--- src/rtl/fft_pkg.sv ---
// Shared types and defaults for the FFT front end.
package fft_pkg;

  typedef enum logic [0:0] {
    CONFIG = 1'b0,
    RUN    = 1'b1
  } framer_state_t;

  localparam int unsigned FWD_INV_BIT       = 0;
  localparam logic [15:0] DEFAULT_CFG_WORD  = 16'(1) << FWD_INV_BIT;
  localparam int unsigned DEFAULT_COMP_W    = 16;
  localparam int unsigned DEFAULT_FRAME_LEN = 4096;

endpackage

--- src/rtl/fft_sample_fifo.sv ---
// Synchronous show-ahead FIFO: rdata shows the head entry whenever not empty (0 when empty).
module fft_sample_fifo #(
  parameter int unsigned WIDTH = 16,
  parameter int unsigned DEPTH = 16
) (
  input  logic             clk_in,
  input  logic             rst_in_n,
  input  logic             push,
  input  logic [WIDTH-1:0] wdata,
  input  logic             pop,
  output logic [WIDTH-1:0] rdata,
  output logic             full,
  output logic             empty
);

  localparam int unsigned AW = $clog2(DEPTH);

  logic [WIDTH-1:0] mem [DEPTH];
  logic [AW:0]      wr_ptr_q, wr_ptr_d;
  logic [AW:0]      rd_ptr_q, rd_ptr_d;
  logic             do_push, do_pop;

  // Extra pointer bit distinguishes full from empty when the indices match.
  assign empty   = (wr_ptr_q == rd_ptr_q);
  assign full    = (wr_ptr_q[AW] != rd_ptr_q[AW]) && (wr_ptr_q[AW-1:0] == rd_ptr_q[AW-1:0]);
  assign do_pop  = pop && !empty;
  assign do_push = push && (!full || do_pop);
  assign rdata   = empty ? '0 : mem[rd_ptr_q[AW-1:0]];

  always_comb begin
    wr_ptr_d = wr_ptr_q;
    rd_ptr_d = rd_ptr_q;
    if (do_push) wr_ptr_d = wr_ptr_q + (AW+1)'(1);
    if (do_pop)  rd_ptr_d = rd_ptr_q + (AW+1)'(1);
  end

  always_ff @(posedge clk_in or negedge rst_in_n) begin
    if (!rst_in_n) begin
      wr_ptr_q <= '0;
      rd_ptr_q <= '0;
    end else begin
      wr_ptr_q <= wr_ptr_d;
      rd_ptr_q <= rd_ptr_d;
    end
  end

  always_ff @(posedge clk_in) begin
    if (do_push) mem[wr_ptr_q[AW-1:0]] <= wdata;
  end

endmodule

--- src/rtl/fft_framer.sv ---
// AXI-Stream framer feeding the FFT core: one-shot config, sample FIFO, tlast framing.
// Optional drop counter enabled by defining FFT_FRAMER_DROP_CNT_EN.
module fft_framer
  import fft_pkg::*;
#(
  parameter int unsigned       SAMPLE_W   = 8,
  parameter int unsigned       COMP_W     = DEFAULT_COMP_W,
  parameter int unsigned       FRAME_LEN  = DEFAULT_FRAME_LEN,
  parameter int unsigned       FIFO_DEPTH = 16,
  parameter int unsigned       CFG_W      = 16,
  parameter logic [CFG_W-1:0]  CFG_WORD   = CFG_W'(DEFAULT_CFG_WORD)
) (
  input  logic                       clk_in,
  input  logic                       rst_in_n,
  input  logic signed [SAMPLE_W-1:0] in_sample,
  input  logic                       audio_sample_valid,
  output logic [2*COMP_W-1:0]        fft_s_tdata,
  output logic                       fft_s_tvalid,
  output logic                       fft_s_tlast,
  input  logic                       fft_s_tready,
  output logic [CFG_W-1:0]           cfg_tdata,
  output logic                       cfg_tvalid,
  input  logic                       cfg_tready,
  output logic                       overflow,
  output logic                       frame_done
`ifdef FFT_FRAMER_DROP_CNT_EN
  ,
  output logic [15:0]                drop_count
`endif
);

  localparam int unsigned    CNT_W    = $clog2(FRAME_LEN);
  localparam logic [CNT_W-1:0] CNT_LAST = CNT_W'(FRAME_LEN - 1);

  framer_state_t     state_q, state_d;
  logic              cfg_valid_q, cfg_valid_d;
  logic [CNT_W-1:0]  cnt_q, cnt_d;
  logic              overflow_q, overflow_d;
  logic              frame_done_q, frame_done_d;

  logic [COMP_W-1:0] real_part;
  logic [COMP_W-1:0] fifo_rdata;
  logic              fifo_full, fifo_empty;
  logic              sample_in_run, push, pop, drop, last;

  if (COMP_W >= SAMPLE_W) begin : g_sext
    assign real_part = COMP_W'(in_sample);
  end else begin : g_trunc
    assign real_part = in_sample[SAMPLE_W-1 -: COMP_W];
  end

  // Samples outside RUN never reach the FIFO and never count as drops.
  assign sample_in_run = audio_sample_valid && (state_q == RUN);
  assign pop           = !fifo_empty && fft_s_tready;
  assign push          = sample_in_run && (!fifo_full || pop);
  assign drop          = sample_in_run && fifo_full && !pop;
  assign last          = !fifo_empty && (cnt_q == CNT_LAST);

  fft_sample_fifo #(
    .WIDTH (COMP_W),
    .DEPTH (FIFO_DEPTH)
  ) u_fifo (
    .clk_in   (clk_in),
    .rst_in_n (rst_in_n),
    .push     (push),
    .wdata    (real_part),
    .pop      (pop),
    .rdata    (fifo_rdata),
    .full     (fifo_full),
    .empty    (fifo_empty)
  );

  always_comb begin
    state_d      = state_q;
    cfg_valid_d  = cfg_valid_q;
    cnt_d        = cnt_q;
    overflow_d   = drop;
    frame_done_d = pop && last;
    unique case (state_q)
      CONFIG: begin
        cfg_valid_d = 1'b1;
        if (cfg_valid_q && cfg_tready) begin
          state_d     = RUN;
          cfg_valid_d = 1'b0;
        end
      end
      RUN: cfg_valid_d = 1'b0;
    endcase
    // FRAME_LEN is a power of two, so natural overflow is the wrap.
    if (pop) cnt_d = cnt_q + CNT_W'(1);
  end

  always_ff @(posedge clk_in or negedge rst_in_n) begin
    if (!rst_in_n) begin
      state_q      <= CONFIG;
      cfg_valid_q  <= 1'b0;
      cnt_q        <= '0;
      overflow_q   <= 1'b0;
      frame_done_q <= 1'b0;
    end else begin
      state_q      <= state_d;
      cfg_valid_q  <= cfg_valid_d;
      cnt_q        <= cnt_d;
      overflow_q   <= overflow_d;
      frame_done_q <= frame_done_d;
    end
  end

`ifdef FFT_FRAMER_DROP_CNT_EN
  logic [15:0] drop_cnt_q;

  always_ff @(posedge clk_in or negedge rst_in_n) begin
    if (!rst_in_n) begin
      drop_cnt_q <= '0;
    end else if (drop && (drop_cnt_q != 16'hFFFF)) begin
      drop_cnt_q <= drop_cnt_q + 16'd1;
    end
  end

  assign drop_count = drop_cnt_q;
`endif

  assign fft_s_tdata  = {{COMP_W{1'b0}}, fifo_rdata};
  assign fft_s_tvalid = !fifo_empty;
  assign fft_s_tlast  = last;
  assign cfg_tdata    = CFG_WORD;
  assign cfg_tvalid   = cfg_valid_q;
  assign overflow     = overflow_q;
  assign frame_done   = frame_done_q;

endmodule

--- config.mk ---
export PLATFORM = sky130hd
export DESIGN_NAME = fft_framer
export DESIGN_NICKNAME = d
export VERILOG_FILES = /design/src/rtl/fft_pkg.sv /design/src/rtl/fft_sample_fifo.sv /design/src/rtl/fft_framer.sv
export SDC_FILE = /design/constraint.sdc
export NUM_CORES = 1
export LEC_CHECK = 0
export ABC_AREA = 1
export CAP_MARGIN = 30
export CORE_ASPECT_RATIO = 0.5
export CORE_MARGIN = 2
export CORE_UTILIZATION = 55
export CTS_CLUSTER_DIAMETER = 120
export DETAILED_ROUTE_END_ITERATION = 8
export PLACE_DENSITY = 0.73
export SYNTH_ARGS = -nofsm -noshare
export SYNTH_HDL_FRONTEND = slang
export SYNTH_SLANG_ARGS = --single-unit
--- constraint.sdc ---
create_clock -name clk_in -period 6.1 [get_ports clk_in]
set_input_delay 1.22 -clock clk_in [delete_from_list [all_inputs] [get_ports clk_in]]
set_output_delay 1.22 -clock clk_in [all_outputs]
set_load 0.02 [all_outputs]
# --- Word level (Yosys, flattened, before mapping) ---
# Memory sizes are Yosys's and may differ from the RTL's.
# Index checks and enable logic that the tools add are counted.
classes:
  n_mux: 7
  reduce_logical: 16
  n_eq_ne: 4
  n_bitwise: 1
  n_addsub: 3
op_table:
  columns: ["operator", "n"]
  rows:
  - ["16-bit 2-to-1 mux", 1]
  - ["12-bit by 1-bit adder with 12-bit output (second input constant)", 1]
  - ["12-bit equality test (second input constant)", 1]
  - ["1-bit logical AND", 11]
  - ["5-bit by 1-bit adder with 5-bit output (second input constant)", 2]
  - ["5-bit equality test", 1]
  - ["1-bit 2-to-1 mux", 5]
  - ["4-bit equality test", 1]
  - ["1-bit logical NOT", 3]
  - ["1-bit logical OR", 2]
  - ["1-bit one-hot mux with 2 select lines", 1]
  - ["1-bit inequality test", 1]
  - ["1-bit inverter", 1]
totals:
  n_memories: 1
  reg_bits: 26
  wordCells: 39
  in_bits: 13
  ramBits: 256
mem_list:
  columns: ["memory", "depth", "word_bits", "rd", "rd_clocked_by_memory_dff", "wr", "line", "rtl"]
  rows:
  - ["u_fifo.mem", 16, 16, 1, 0, 1, "fft_sample_fifo.sv:18", "logic [WIDTH-1:0] mem [DEPTH];"]

# --- Logic depth before layout (Yosys ltp) ---
# Gate-level depths: netlist (run 1).
logic_depth:
  depth_word: 8
  mapped_depth: 12
  depth_no_buf: 8

# --- By module ---
# A second synthesis (run 1) with hierarchy kept.
hier_totals:
  hier_cells: 1315
  hier_area_um2: 12868.6
modules_own_cells:
  columns: ["module", "instances", "area_each_um2", "cells_per_inst", "seq_area_each_um2"]
  rows:
  - ["fft_sample_fifo", 1, 11830.1, 1187, 7937.6]
  - ["fft_framer", 1, 1038.5, 128, 400.4]

# --- Worst setup path after synthesis (run 1) ---
# Ideal clock, no wire load.
synth_timing:
  kind: "register -> output"
  startpoint: "register u_fifo.rd_ptr_q[0]"
  endpoint: "output fft_s_tdata[10]"
  path_slack_ns: 2.800
  t_arrival_ns: 2.080
  t_required_ns: 4.880
  path_buffers: 4
  path_stages_with_launch: 12
  path_cell_list: "dfrtp_1 clkbuf_2 inv_1 buf_2 buf_2 nand2_1 nand2_1 nand2_1 nand3_1 nand3_1 a21oi_1 buf_4"
synth_between:
  elab_chain_len: 2
  word_cells_on_any_way: 3
  cone_classes: "1 x eq/ne; 1 x mux; 1 x memory"
synth_lines:
  columns: ["item", "line", "rtl"]
  rows:
  - ["start: declaration", "fft_sample_fifo.sv:20", "logic [AW:0] rd_ptr_q, rd_ptr_d;"]
  - ["start signal: assignment", "fft_sample_fifo.sv:43", "rd_ptr_q <= rd_ptr_d;"]
  - ["memory read 16 x 16 bit / 5-bit equality test (equally long branches)", null, null]
  - ["16-bit 2-to-1 mux (*)", "fft_sample_fifo.sv:28", "assign rdata = empty ? '0 : mem[rd_ptr_q[AW-1:0]];"]
  - ["end: declaration", "fft_framer.sv:17", "output logic [2*COMP_W-1:0] fft_s_tdata,"]
# Every way passes the cells marked *; elsewhere a longest branch is shown, timed or not.

# --- Final worst setup path (run 1) ---
layout_timing:
  startpoint: "register u_fifo.rd_ptr_q[0]"
  endpoint: "output fft_s_tdata[7]"
# Same word-level chain as after synthesis.

==> results of run 1 <==
## path summary, 6_finish.rpt
path                                       to                from  cells past startpoint  slack (ns)
max                            fft_s_tdata[7]  u_fifo.rd_ptr_q[0]                      9        1.34
max in group asynchronous  u_fifo.rd_ptr_q[0]            rst_in_n                      2        4.66
min                                cfg_tvalid             state_q                      1        0.44
min reg2reg                        cfg_tvalid             state_q                      1        0.44
max reg2reg                 u_fifo.mem[11][5]  u_fifo.rd_ptr_q[0]                      5        3.19
min in group asynchronous            cnt_q[3]            rst_in_n                      2        1.17
## cells in the final DEF (no fill, tap or decap), drive strengths merged
cell type and instances:
nor2 32, conb 32, xnor2 7, clkinv 8, nand4 3, dfrtp 26
ha 6, edfxtp 128, clkdlybuf4s50 33, clkinvlp 4, buf 7, xor2 11
inv 107, a21oi 9, nand2 301, clkbuf 22, nand3 95
## metrics by stage
step                hold slack, ns  area [µm²]
floorplan                   0.4123        7505
global placement            0.4282        7650
detailed placement          0.4453        7650
CTS                         0.4536        8204
global route                0.4785        8204
finish                      0.4439        8204
## cells by family (layout without fill, tap and decap cells)
kind of cell,after synthesis,after routing,synth area share
adders and majority gates,6,6,0.01016
AOI/OAI and AO/OA,9,9,0.006093
xor gates and xnor gates,18,18,0.02133
and+or+nand+nor,431,431,0.2370
DFF,154,154,0.6080
other,2,32,0.001016
buffers and inverters,180,181,0.1165
## state kept, by name, indices dropped and copies added (netlist names)
name	cells
cfg_tvalid	1
cnt_q	12
frame_done	1
overflow	1
state_q	1
u_fifo.mem	128
u_fifo.rd_ptr_q	5
u_fifo.wr_ptr_q	5
## metal layers
layer / routed length, µm / global-route usage / vias up
met5: 0 / 0 / -
met4: 277 / 0.08458 / 0
met3: 1423 / 0.06138 / 27
met2: 7175 / 0.3711 / 235
met1: 7092 / 0.3265 / 2385
li1: - / - / 2485
## cell type report
class / count / area share
flip-flops and latches: 154 / 0.5480
multi-input cells: 496 / 0.2620
clock buffers: 22 / 0.05933
inverters: 109 / 0.04987
repair buffers: 40 / 0.04667
well taps: 170 / 0.02593
clock inverters: 10 / 0.008235
## report_power, final
| part | switching (W) | leakage (nW) | total [W] | internal [W] |
|---|---|---|---|---|
| combinational | 0.000979 | 1.92 | 0.00150 | 0.000526 |
| clock | 0.000419 | 0.262 | 0.000986 | 0.000567 |
| sequential | 0.000123 | 1.49 | 0.00137 | 0.00125 |
| total | 0.00152 | 3.68 | 0.00386 | 0.00234 |
==> impl_results.md, run 1 <==
- Outcome: completed
- Crit Path Class: reg2out
- Synth top area cells: edfxtp_1 (52%), nand2_1 (15%), dfrtp_1 (8.8%), nand3_1 (6.4%), inv_1 (5.4%)
- FILL cells: 986
- CP arrival: 3.54 ns
- Via count: 5132
- Tmin final: 4.762 ns
- Global-route wire length before repair: 25540 µm
- Vias in the first global route: 4850
- Most area-hungry cell type in the Yosys netlist: edfxtp_1
- Core Util, Final: 0.6369
- Post-CTS Setup Bufs: 0
- Reg clk slew, reported paths: around 0.06 ns
- I/O Pins: 66
- Setup WS post-layout: 1.338 ns
- CP Max Fanout: 39
- Worst path slowest cell: dfrtp_2
- Hold Buf Count CTS: 0
- Pre-CTS WS: 1.795 ns
- IO buf count: 33
- Via density: approximately 5.1
- Share of layout cells above drive strength 1: 0.04813
- Post-Syn Area: 7392 µm²
- Final Max Tran Viols: 0
- Synthesized netlist cell count: 800
- Synthesized flop and latch total: approximately 150
- Startpoint types: flip-flop
- Post-synth EDFFs: 128
- Die Span Y: 85.98 µm
- Worst setup EP type: primary output
- Delay-heaviest family, CP: buffers and inverters
- Routed WL: 15970 µm
- Global route overflow: 0
- GP Congestion: 0.7950
- Number of nets in the layout: 837
- CTS tree: done
- Critical Path RT: around 4.9 ns
- Maximum vdd drop: 0.0002451 V
- Pwr Total: 0.003863 W
- Die width: 168.0 µm
- Synth Area per Inst: between 9 and 10 µm²
- Hold WC Path Type: reg2reg
- Root buf cell: clkbuf_16
- Max Fclk: 210.0 MHz
- WL/cell: between 15 and 20 µm
- Router iterations before antenna repair: 5
- Worst stage delay on the critical path: slightly above 0.8 ns
- Setup tns final: 0 ns
- Total CTS buffers: 17
- Yosys warning total: 0
- Post-DRT Antenna Nets: 0
- Slew margin rel.: 0.4519
- Worst-margin pin slew: 0.8191 ns
- Area delta synth->final: 10.99%
- Power density cells: ~470 nW/µm²
- Htree depth: 4
- Synth Flop Type: edfxtp_1
- Gr usage total: 0.2372
- Cell Rows: 29
- Most frequent CP cell: nand2_1
- Yosys top cell area share: 0.5200
- Final period util: 0.7806
- Post-route insts no fill: 1001
- Final setup viols: 0
- Largest net degree at the start of global routing: 40
- Commonest cells post-synth: nand2_1 (300), edfxtp_1 (128), inv_1 (107)
- RSZ-0062 raised after global routing: false
- Initial Utilization: 0.5739
- Clk_lat worst skew: between 0.4 and 0.5 ns
- Number of DRC markers in iteration 0: 517
- Leak Pwr: ~3.7 nW
- Final hold violation count: 0
- Antenna violations before repair: 0
- Estimated wirelength of the detail-placed design: 9717 µm
- Diode count: 0
- Synth async-reset ratio: 0.1688
- DRC violations left: 0
- Sequential area share after synthesis: 0.6080
- Post-synth cell types: 21
- CP Cell Sequence: inv_2 > nand2_1 > nand3_1 > nand2_1 > nand2_1 > nand2_1 > inv_1 > a21oi_1 > clkdlybuf4s50_1
- Area of the multi-input gates: 2150 µm²
- Clock buffer depth: 2
- Post-cts sizing count: 0
- Core Region: ~13000 µm²
- Most frequent cell after synthesis: nand2_1
- DP Cell Count: 969
- Die ar.: 14440 µm²
- Clock skew: 0.009932 ns
- Worst path bufs/invs: 3
- Maxcap violations: 0
- CTS sink count: 154
- FF/Latch Area: 4496 µm²
Note: power is estimated with default switching activity, not from simulation.
==> run 2: changes to the inputs <==
Clock period 6.1 ns to 4.8 ns, I/O delays scaled along.
==> run 2 against run 1 <==
Sequential power grew 25%; via count grew 3.2%; routed wire length grew 2.9%; clock skew shrank 0.0030 ns; die area is the same; largest cell class unchanged; hold slack lost 0.0013 ns; design area grew 0.82%; critical path depth is the same; global-route usage grew 0.45 points; sequential share of layout area shrank 0.45 points; first-iteration DRC count grew 28%.
==> impl_results.md, run 2 (same netlist as run 1, synthesis figures left out) <==
- Outcome: completed
- Clock buffer depth: 2
- Reg clk slew, reported paths: 0.06 ns
- Maximum vdd drop: 0.0003284 V
- Maxcap violations: 0
- Pre-CTS WS: between 1 and 1.5 ns
- Antenna violations before repair: 0
- Gr usage total: 0.2418
- Die Span Y: 85.98 µm
- CP Max Fanout: 37
- Vias in the first global route: 4951
- R2R Setup Slk: 1.97 ns
- Initial Utilization: 0.5739
- Power density cells: 611.4 nW/µm²
- Post-cts sizing count: 0
- Total CTS buffers: 17
- Global routing's busiest layer: met2
- Share of layout cells above drive strength 1: 0.04802
- Worst-margin pin slew: 0.8449 ns
- Cell Rows: 29
- WL/cell: 16.38 µm
- GP Congestion: 0.9397
- Hold WC Path Type: reg2reg
- Routed WL: 16430 µm
- Area of the multi-input gates: ~2100 µm²
- Final period util: 0.8729
- Clk_lat worst skew: 0.43 ns
- DRC violations left: 0
- Final setup viols: 0
- Router iterations before antenna repair: 6
- Worst setup EP type: primary output
- Hold Buf Count CTS: 0
- GR Layer Usage met3: 0.06045
- Max Fclk: 238.7 MHz
- CP arrival: between 3 and 4 ns
- Global-route wire length before repair: 25990 µm
- Area delta synth->final: 11.90%
- I/O Pins: 66
- Largest net degree at the start of global routing: 40
- Met1 Use GR: 0.3331
- Global route overflow: 0
- Estimated wirelength of the detail-placed design: 10190 µm
- CTS sink count: 154
- Final hold violation count: 0
- Die ar.: between 10000 and 15000 µm²
- FILL cells: approximately 980
- Htree depth: 4
- Critical Path RT: 3.84 ns
- Crit Path Class: reg2out
- Startpoint types: flip-flop
- Slew margin rel.: 0.4346
- DP Cell Count: between 900 and 1000
- RSZ-0062 raised after global routing: false
- Post-route insts no fill: around 1000
- Core Region: 12880 µm²
- Clock skew: 0.006903 ns
- Commonest non-fill, non-tap cell in the layout: nand2_1
- Number of nets in the layout: 839
- Tmin final: 4.190 ns
- Post-DRT Antenna Nets: 0
- CTS tree: done
- Met2 global-route usage: 0.3809
- FF/Latch Area: 4496 µm²
- Post-CTS Setup Bufs: 0
- Final Max Tran Viols: 0
- Leak Pwr: 3.718 nW
- Number of DRC markers in iteration 0: 660
- Diode count: 0
- Max FFs per register: about 130
- Via count: 5296
- Die width: 168.0 µm
- Setup tns final: 0 ns
- Most frequent cells in the layout: nand2_1 (300), edfxtp_1 (128), inv_1 (106)
- IO buf count: 33
- Root buf cell: clkbuf_16
- Setup WS post-layout: 0.6103 ns
- Via density: 5.280
-- run 2: changes by cell type in the layout (fill, tap and decap cells not counted) --
cell | previous run | this run
clkinv_4 | 2 | 1
clkinv_2 | 4 | 2
clkinvlp_4 | 4 | 2
clkbuf_16 | 19 | 17
clkinv_1 | 2 | 6
buf_4 | 7 | 9
inv_6 | 0 | 1
bufinv_16 | 0 | 4
clkbuf_1 | 3 | 1
-- run 2: critical path: stages (launching register included) --
cell             delay (ns)
dfrtp_2                0.37
buf_4                  0.33
buf_4                  0.45
nand2_1                0.13
nand2_1                0.09
nand2_1                0.05
nand3_1                0.07
nand3_1                0.08
a21oi_1                0.49
clkdlybuf4s50_1        0.73
-- run 2: where the power goes --
part	switching [W]	internal [W]	leakage (nW)
Sequential	0.000118	0.00159	1.49
Combinational	0.00129	0.000678	1.93
Clock	0.000525	0.000861	0.290
-- run 2: path summary, 6_finish.rpt --
check                              startpoint                 end  depth (start not counted)
hold reg to reg                       state_q          cfg_tvalid                          1
min in group asynchronous            rst_in_n            cnt_q[9]                          2
setup reg to reg           u_fifo.rd_ptr_q[0]    u_fifo.mem[4][4]                          6
max in group asynchronous            rst_in_n  u_fifo.rd_ptr_q[0]                          2
setup / recovery           u_fifo.rd_ptr_q[0]      fft_s_tdata[7]                          9
hold / removal                        state_q          cfg_tvalid                          1
-- run 2: metrics by stage --
| stage | hold WS (ns) | area [µm²] | util | power (W) |
|---|---|---|---|---|
| after floorplan | 0.4123 | 7505 | - | 0.003081 |
| after CTS | 0.4473 | 8272 | 0.6422 | 0.005050 |
| final | 0.4426 | 8272 | 0.6422 | 0.005058 |
| after detailed placement | 0.4365 | 7665 | 0.5950 | 0.003661 |
| after global placement | 0.4299 | 7665 | 0.5950 | 0.003614 |
| after global routing | 0.4638 | 8272 | 0.6422 | 0.005306 |
-- run 2: cell type report --
type / count / area share
multi-input cells: 496 / 0.2599
clock buffers: 18 / 0.05188
well taps: 170 / 0.02571
inverters: 109 / 0.04946
flip-flops and latches: 154 / 0.5435
repair buffers: 42 / 0.04810
clock inverters: 14 / 0.02148
-- run 2: layer usage --
| layer | up-vias | part of all wire |
|---|---|---|
| met5 | - | 0 |
| met4 | 0 | 0.015 |
| met3 | 28 | 0.11 |
| met2 | 273 | 0.46 |
| met1 | 2502 | 0.42 |
| li1 | 2493 | - |
==> run 3: changes to the inputs <==
Settings changed: CORE_MARGIN 2 to unset.
==> run 3 against run 2 <==
Hold slack about the same; cell count down 0.20%; routed wire length up 0.37%; largest power group unchanged; the flow now finishes with violations (DRC); register-to-register slack about the same; largest cell class unchanged; clock skew up 0.0041 ns; sequential share of layout area about the same; first-iteration DRC count down 24%; fmax down 6.2%.
==> impl_results.md, run 3 (same netlist as run 1, synthesis figures left out) <==
- DP Cell Count: 969
- Via density: roughly 5.2
- Post-CTS Setup Bufs: 0
- Max Fclk: between 200 and 250 MHz
- Worst stage delay on the critical path: 0.78 ns
- Vias in the first global route: ~5000
- Global route overflow: 0
- Hold WC Path Type: reg2reg
- Delay-heaviest family, CP: buffers and inverters
- Worst setup EP type: primary output
- DRC violations left: 9
- Worst-margin pin slew: 0.8587 ns
- Most frequent cells in the layout: nand2_1 (300), edfxtp_1 (128), inv_1 (106)
- CTS tree: done
- Die Span Y: roughly 84 µm
- Post-DRT Antenna Nets: 0
- Setup tns final: 0 ns
- WL/cell: 16.47 µm
- Violated checks: DRC
- Switching pwr: 0.001963 W
- Share of layout cells above drive strength 1: 0.05054
- Internal Pwr Total: roughly 0.0031 W
- Final setup viols: 0
- Hold Buf Count CTS: 0
- Number of DRC markers in iteration 0: 499
- Clk pwr share: 0.278
- Tmin final: ~4.5 ns
- Via count: 5210
- Diode count: 0
- Worst path bufs/invs: 4
- Commonest non-fill, non-tap cell in the layout: nand2_1
- Final hold violation count: 0
- Total CTS buffers: 17
- Global-route wire length before repair: 26200 µm
- Clk_lat worst skew: between 0.4 and 0.5 ns
- Largest net degree at the start of global routing: 42
- Crit Path Class: reg2out
- Most frequent CP cell: nand2_1
- Initial Utilization: 0.5739
- Routed WL: 16490 µm
- Root buf cell: clkbuf_16
- Reg power frac: 0.342
- Estimated wirelength of the detail-placed design: slightly above 10000 µm
- Maxcap violations: 0
- Clock buffer depth: 2
- I/O Pins: 66
- Core Util, Final: 0.6425
- GP Congestion: 0.9036
- Post-route insts no fill: between 1000 and 1500
- Area post-placement: 7650 µm²
- Antenna violations before repair: 0
- Combinational power share: 0.381
- Gr usage total: 0.2535
- Htree depth: 4
- CP arrival: 3.51 ns
- Number of nets in the layout: 837
- Router iterations before antenna repair: 7
- Die width: approximately 170 µm
- Leak Pwr: 3.712 nW
- Area delta synth->final: 11.97%
- Cell Rows: 29
- Outcome: finished, violations left
- Sw Ratio: 0.3857
- CTS sink count: 154
- Slew margin rel.: 0.4257
- Worst path slowest cell: dfrtp_2
- Maximum vdd drop: 0.0003164 V
- CP Max Fanout: 41
- Die ar.: 13940 µm²
- Final period util: 0.9304
- IO buf count: 33
- Clock skew: 0.01098 ns
- Max FFs per register: 128
- Power density cells: 614.7 nW/µm²
- FILL cells: 1006
- RSZ-0062 raised after global routing: false
- Reg clk slew, reported paths: 0.06 ns
- Startpoint types: flip-flop
- Fin area: 8277 µm²
- Critical Path RT: 3.84 ns
- Core Region: ~13000 µm²
- Final Max Tran Viols: 0
- CP Cell Sequence: inv_4 > buf_4 > nand2_1 > nand3_1 > nand2_1 > nand2_1 > nand2_1 > inv_1 > a21oi_1 > clkdlybuf4s50_1
==> run 3: cell count changes in the layout (fill, tap and decap cells not counted), sizes merged <==
cell	previous run	this run
clkinv	9	7
buf	9	7
inv	108	109
clkbuf	18	17
clkinvlp	2	4
==> run 3: power groups by stage <==
stage | sequential, W | clock (W) | combinational, W
final | 0.00174 | 0.00141 | 0.00194
after global routing | 0.00176 | 0.00148 | 0.00210
after CTS | 0.00173 | 0.00143 | 0.00192
after detailed placement | 0.00176 | 0 | 0.00189
after global placement | 0.00175 | 0 | 0.00187
after floorplan | 0.00168 | 0 | 0.00140
==> run 3: cell type report <==
type | instances | area [µm²] | share of cell area
Tap cell | 170 | 212.7 | 0.02570
Clock inverter | 15 | 198.9 | 0.02404
Inverter | 109 | 411.6 | 0.04974
Multi-Input combinational cell | 496 | 2150 | 0.2597
Timing Repair Buffer | 40 | 382.9 | 0.04626
Clock buffer | 17 | 425.4 | 0.05140
Sequential cell | 154 | 4496 | 0.5432
==> run 3: stage by stage <==
stage	power [W]	worst slack, ns	hold slack (ns)
floorplan	0.003081	1.760	0.4123
global placement	0.003621	0.7627	0.4256
detailed placement	0.003653	0.6697	0.4404
CTS	0.005076	0.2254	0.4488
global route	0.005339	0.1051	0.4643
finish	0.005088	0.3339	0.4422
==> run 3: path summary, 6_finish.rpt <==
path	cells past startpoint	startpoint	slack, ns	to
max	10	u_fifo.rd_ptr_q[0]	0.33	fft_s_tdata[15]
min	1	state_q	0.44	cfg_tvalid
max reg2reg	5	u_fifo.rd_ptr_q[0]	1.98	u_fifo.mem[2][3]
min reg2reg	1	state_q	0.44	cfg_tvalid
max in group asynchronous	2	rst_in_n	3.60	u_fifo.rd_ptr_q[0]
min in group asynchronous	2	rst_in_n	0.91	cnt_q[0]
==> run 3: repair_timing <==
action / 4_1_cts / 5_1_grt
endpoints found under the setup margin: 0 / 9
endpoints found under the hold margin: 0 / 0
gates resized for setup: 0 / 2
==> run 3: metal layers <==
metal	routed length, µm	part of all wire	track usage
met2	7715	0.47	0.4108
met5	0	0	0
met1	7179	0.44	0.3458
met4	144	0.0087	0.06882
met3	1446	0.088	0.05832
